`src/rtl/uart_tx_cfg.sv`:
```
// Buffered UART transmitter: a FIFO feeds a serializer with configurable data
// width, parity mode and stop-bit count. Queued frames leave back to back.
module uart_tx_cfg #(
  parameter int CLK_FREQ   = 60_000_000,
  parameter int BAUD       = 115200,
  parameter int DATA_BITS  = 8,
  parameter int PARITY     = 0,
  parameter int STOP_BITS  = 1,
  parameter int FIFO_DEPTH = 16
) (
  input  logic                          clk,
  input  logic                          rstn,
  input  logic [DATA_BITS-1:0]          data,
  input  logic                          valid,
  output logic                          ready,
  input  logic                          tx_en,
  output logic                          tx,
  output logic                          busy,
  output logic [$clog2(FIFO_DEPTH):0]   level
);

  localparam int BAUD_DIV = CLK_FREQ / BAUD;
  localparam int CW       = $clog2(BAUD_DIV);
  localparam int IW       = $clog2(DATA_BITS);
  localparam int AW       = $clog2(FIFO_DEPTH);
  localparam int LW       = AW + 1;

  typedef enum logic [2:0] {IDLE, START, DATA, PAR, STOP} state_t;

  state_t                state, state_nx;
  logic [CW-1:0]         cnt, cnt_nx;
  logic [IW-1:0]         idx, idx_nx;
  logic [AW-1:0]         wptr, rptr;
  logic [LW-1:0]         level_nx;
  logic [DATA_BITS-1:0]  mem [FIFO_DEPTH];
  logic [DATA_BITS-1:0]  shreg;
  logic                  par;
  logic                  push, pop, tx_nx, baud_end;

  function automatic logic calc_par(input logic [DATA_BITS-1:0] d);
    if (PARITY == 1) return ~(^d);
    return ^d;
  endfunction

  assign ready    = (level != LW'(FIFO_DEPTH));
  assign push     = valid && ready;
  assign baud_end = (cnt == CW'(BAUD_DIV - 1));

  always_comb begin
    level_nx = level;
    if (push && !pop)      level_nx = level + 1'b1;
    else if (!push && pop) level_nx = level - 1'b1;
  end

  always_comb begin
    state_nx = state;
    cnt_nx   = cnt;
    idx_nx   = idx;
    pop      = 1'b0;
    if (state != IDLE) cnt_nx = baud_end ? '0 : cnt + 1'b1;
    case (state)
      IDLE: begin
        if (level != '0 && tx_en) begin
          pop      = 1'b1;
          state_nx = START;
          cnt_nx   = '0;
        end
      end
      START: begin
        if (baud_end) begin
          state_nx = DATA;
          idx_nx   = '0;
        end
      end
      DATA: begin
        if (baud_end) begin
          if (idx == IW'(DATA_BITS - 1)) begin
            idx_nx   = '0;
            state_nx = (PARITY != 0) ? PAR : STOP;
          end else begin
            idx_nx = idx + 1'b1;
          end
        end
      end
      PAR: begin
        if (baud_end) begin
          state_nx = STOP;
          idx_nx   = '0;
        end
      end
      STOP: begin
        // The bit index doubles as the stop-bit counter.
        if (baud_end) begin
          if (idx == IW'(STOP_BITS - 1)) begin
            idx_nx = '0;
            if (level != '0 && tx_en) begin
              pop      = 1'b1;
              state_nx = START;
            end else begin
              state_nx = IDLE;
            end
          end else begin
            idx_nx = idx + 1'b1;
          end
        end
      end
      default: state_nx = IDLE;
    endcase
    // tx is registered, so it is derived from the state being entered.
    case (state_nx)
      START:   tx_nx = 1'b0;
      DATA:    tx_nx = shreg[idx_nx];
      PAR:     tx_nx = par;
      default: tx_nx = 1'b1;
    endcase
  end

  always_ff @(posedge clk or negedge rstn) begin
    if (!rstn) begin
      state <= IDLE;
      cnt   <= '0;
      idx   <= '0;
      tx    <= 1'b1;
      wptr  <= '0;
      rptr  <= '0;
      level <= '0;
      busy  <= 1'b0;
    end else begin
      state <= state_nx;
      cnt   <= cnt_nx;
      idx   <= idx_nx;
      tx    <= tx_nx;
      level <= level_nx;
      busy  <= (level_nx != '0) || (state_nx != IDLE);
      if (push) wptr <= wptr + 1'b1;
      if (pop)  rptr <= rptr + 1'b1;
    end
  end

  always_ff @(posedge clk) begin
    if (push) mem[wptr] <= data;
    if (pop) begin
      shreg <= mem[rptr];
      par   <= calc_par(mem[rptr]);
    end
  end

endmodule
```
`config.mk`:
```
export PLATFORM = sky130hd
export DESIGN_NAME = uart_tx_cfg
export DESIGN_NICKNAME = d
export VERILOG_FILES = /design/src/rtl/uart_tx_cfg.sv
export SDC_FILE = /design/constraint.sdc
export NUM_CORES = 1
export LEC_CHECK = 0
export CORE_MARGIN = 3
export CORE_UTILIZATION = 50
export DETAILED_ROUTE_END_ITERATION = 10
export GPL_TIMING_DRIVEN = 0
export PLACE_DENSITY = 0.63
export SLEW_MARGIN = 20
export SYNTH_ARGS = -nofsm -noshare
export SYNTH_HDL_FRONTEND = slang
export SYNTH_SLANG_ARGS = --single-unit
```
`constraint.sdc`:
```
create_clock -name clk -period 7.7 [get_ports clk]
set_input_delay 1.54 -clock clk [delete_from_list [all_inputs] [get_ports clk]]
set_output_delay 1.54 -clock clk [all_outputs]
set_load 0.005 [all_outputs]
```
==> results.cfg <==
[cts]
clock_latency_ns = 0.43
cts_sinks = 168
cts_setup_buffers = 0
postCtsHoldBufs = 0
clock_path_buffers = 2
root_buffer = clkbuf_16
cts_tree = yes
clk_pin_slew_worst_paths_ns = 0.06
htree_levels = 4
numCtsBuffers = 17
cts_resized = 0

[placement]
io_buffer_count = 19
gp_congestion = 0.834
place_hpwl_um = 8870

[sta]
tightest_slew_ns = 0.823
rsz0062_at_grt = false
fin_skew_ns = 0.0112
hold_viol = 0
timing.final.crit_period_ns = 3.45
setup_viol = 0
slew_viol_final = 0
finalCritPeriodShare = 0.449
slew_headroom = 0.449
fin_tns_setup_ns = 0
max_clock_freq_ghz = 0.290

[yosys]
yosysTopAreaCellShare = 0.590
synth_area_leaders = edfxtp_1 59%, dfrtp_1 11%, mux4_2 10%
synth.distinct_cells = 44
avgSynthCellArea_um2 = 16.9
synthCells = 412
yosysTopAreaCell = edfxtp_1
synth_fp_nets = 436
async_flop_share = 0.185
seq_area_frac_synth = 0.701
synthFlopType = edfxtp_1
synth_seq_cells = 168
yosys_warnings = 0
synth_edf_count = 137
synthesis.area_um2 = 6970

[power_and_ir_drop]
seqPwrFrac = 0.409
p_sw_frac = 0.305
power_mw = 2.97
p_sw_mw = 0.905
power.internal_mw = 2.06
p_leak_nw = 2.75
p_per_area_nw_per_um2 = 372
pwr-share-clk = 0.284
irDropWorstVdd_v = 0.000181
power_frac_comb = 0.307

[worst_setup_path]
crit_chain = clkdlybuf4s50_1 -> and2_1 -> clkbuf_1 -> nand2_1 -> nor2_1
critical_path.endpoint_type = register
slowest_delay_ns = 0.70
worstPathRequired_ns = 7.75
cpLargestDelayFamily = simple AND/OR/NAND/NOR gates
cp.buffers_inverters = 2
critical_path_arrival_ns = 3.51
cp_max_fo = 9
critPathKind = in2reg
slowest_stage = nor2_1
worstSetupStartpointType = primary input

[die]
core_area_um2 = 13500
dieArea_um2 = 15400
die_h_um = 124
die_w_um = 124
initial_utilization = 0.518
rows = 42
io-pin-count = 20

[layout]
multi_input_area_um2 = 2000
final_common_cell = edfxtp_1
regArea_um2 = 4890
drive_gt1_frac = 0.175
fill_cells = 1049
antennaDiodeCount = 0
finish.net_count = 474
final_cell_mix = 137 x edfxtp_1, 32 x mux4_2, 30 x dfrtp_1
area_delta_synth_final_pct = 14.5

[global_route]
antenna_found_initial = 0
grt_pass1_vias = 3764
grtUsageTotal = 0.192
grt_max_degree = 32
grt-ovfl-total = 0
grt_pass1_wl_um = 20900

[min_path]
holdCritPathClass = reg2reg

[detailed_routing]
drc = 0
drt-pass1-iter-count = 4
vias = 3641
drt-initial-drc-count = 323
wl_met1_um = 5780
wl_um = 13300
routedWlPerCell_um = 20.8
viasPerCell = 5.71
antenna_left = 0
wl_met2_um = 6720
routed.top_layer = met4
wl_met3_um = 650

[status]
status = finished, final reports clean

[job]
maxCapViolations = 0
## registers in the layout, indices dropped and copies added, names as in the netlist
signal / count
mem: 128
cnt: 10
shreg: 8
level: 5
rptr: 4
wptr: 4
idx: 3
state: 3
busy: 1
par: 1
tx: 1
## layout make-up
| class | instances | share of cell area |
|---|---|---|
| plain buffers | 16 | 0.00846 |
| flip-flops and latches | 168 | 0.613 |
| repair buffers | 19 | 0.0232 |
| clock buffers | 19 | 0.0542 |
| well taps | 176 | 0.0276 |
| inverters | 9 | 0.00423 |
| clock inverters | 12 | 0.0190 |
| multi-input cells | 219 | 0.251 |
## per-layer routing
layer  global-route usage  up-vias
li1                     -     1674
met1                0.258     1865
met2                0.311       88
met3               0.0486       14
met4               0.0575        0
met5                    0        -
## Yosys cell counts (all sizes together) (3+ instances only)
cell,instances
nand3,7
inv,9
nor2b,4
a21oi,3
a22oi,17
edfxtp,137
nand4,5
ha,12
nor2,25
dfrtp,30
clkbuf,9
nand2b,7
nand2,28
and3,3
nor3,8
o21ai,9
buf,7
mux2,6
xor2,12
xnor2,15
mux4,32
## power by group through the flow
stage	Sequential, mW	Clock (mW)	Combinational, mW
floorplan	1.22	0	0.658
global placement	1.23	0	0.905
detailed placement	1.23	0	0.923
CTS	1.22	0.855	0.925
global route	1.23	0.891	1.00
finish	1.22	0.843	0.910
## per-stage QoR
stage / instance area, um^2 / hold slack [ns] / setup slack [ns] / instances / utilization
2_1_floorplan: 6970 / 0.484 / 4.61 / 412 / -
3_3_place_gp: 7380 / 0.504 / 3.42 / 607 / 0.549
3_5_place_dp: 7400 / 0.525 / 3.74 / 607 / 0.550
4_1_cts: 7980 / 0.534 / 4.20 / 638 / 0.593
5_1_grt: 7980 / 0.573 / 4.05 / 638 / 0.593
6_report: 7980 / 0.543 / 4.25 / 638 / 0.593
## cells by family (layout without fill, tap and decap cells)
family,after synthesis,count (layout),share of synthesized area
compound gates,42,42,0.0440
xor+xnor,27,27,0.0339
flops,168,168,0.701
simple gates,98,98,0.0689
buf+inv,25,75,0.0145
mux,40,40,0.116
fa+ha+maj,12,12,0.0215
## final timing paths
path | from | slack, ns | cells past startpoint | endpoint
max | valid | 4.25 | 5 | mem[7][3]$_DFFE_PP_
max reg2reg | cnt[4]$_DFF_PN0_ | 4.74 | 8 | busy$_DFF_PN0_
min reg2reg | cnt[2]$_DFF_PN0_ | 0.54 | 1 | cnt[2]$_DFF_PN0_
min in group asynchronous | rstn | 1.17 | 1 | cnt[3]$_DFF_PN0_
max in group asynchronous | rstn | 6.08 | 1 | rptr[0]$_DFFE_PN0P_
min | cnt[2]$_DFF_PN0_ | 0.54 | 1 | cnt[2]$_DFF_PN0_
Note: power is estimated with default switching activity, not from simulation.
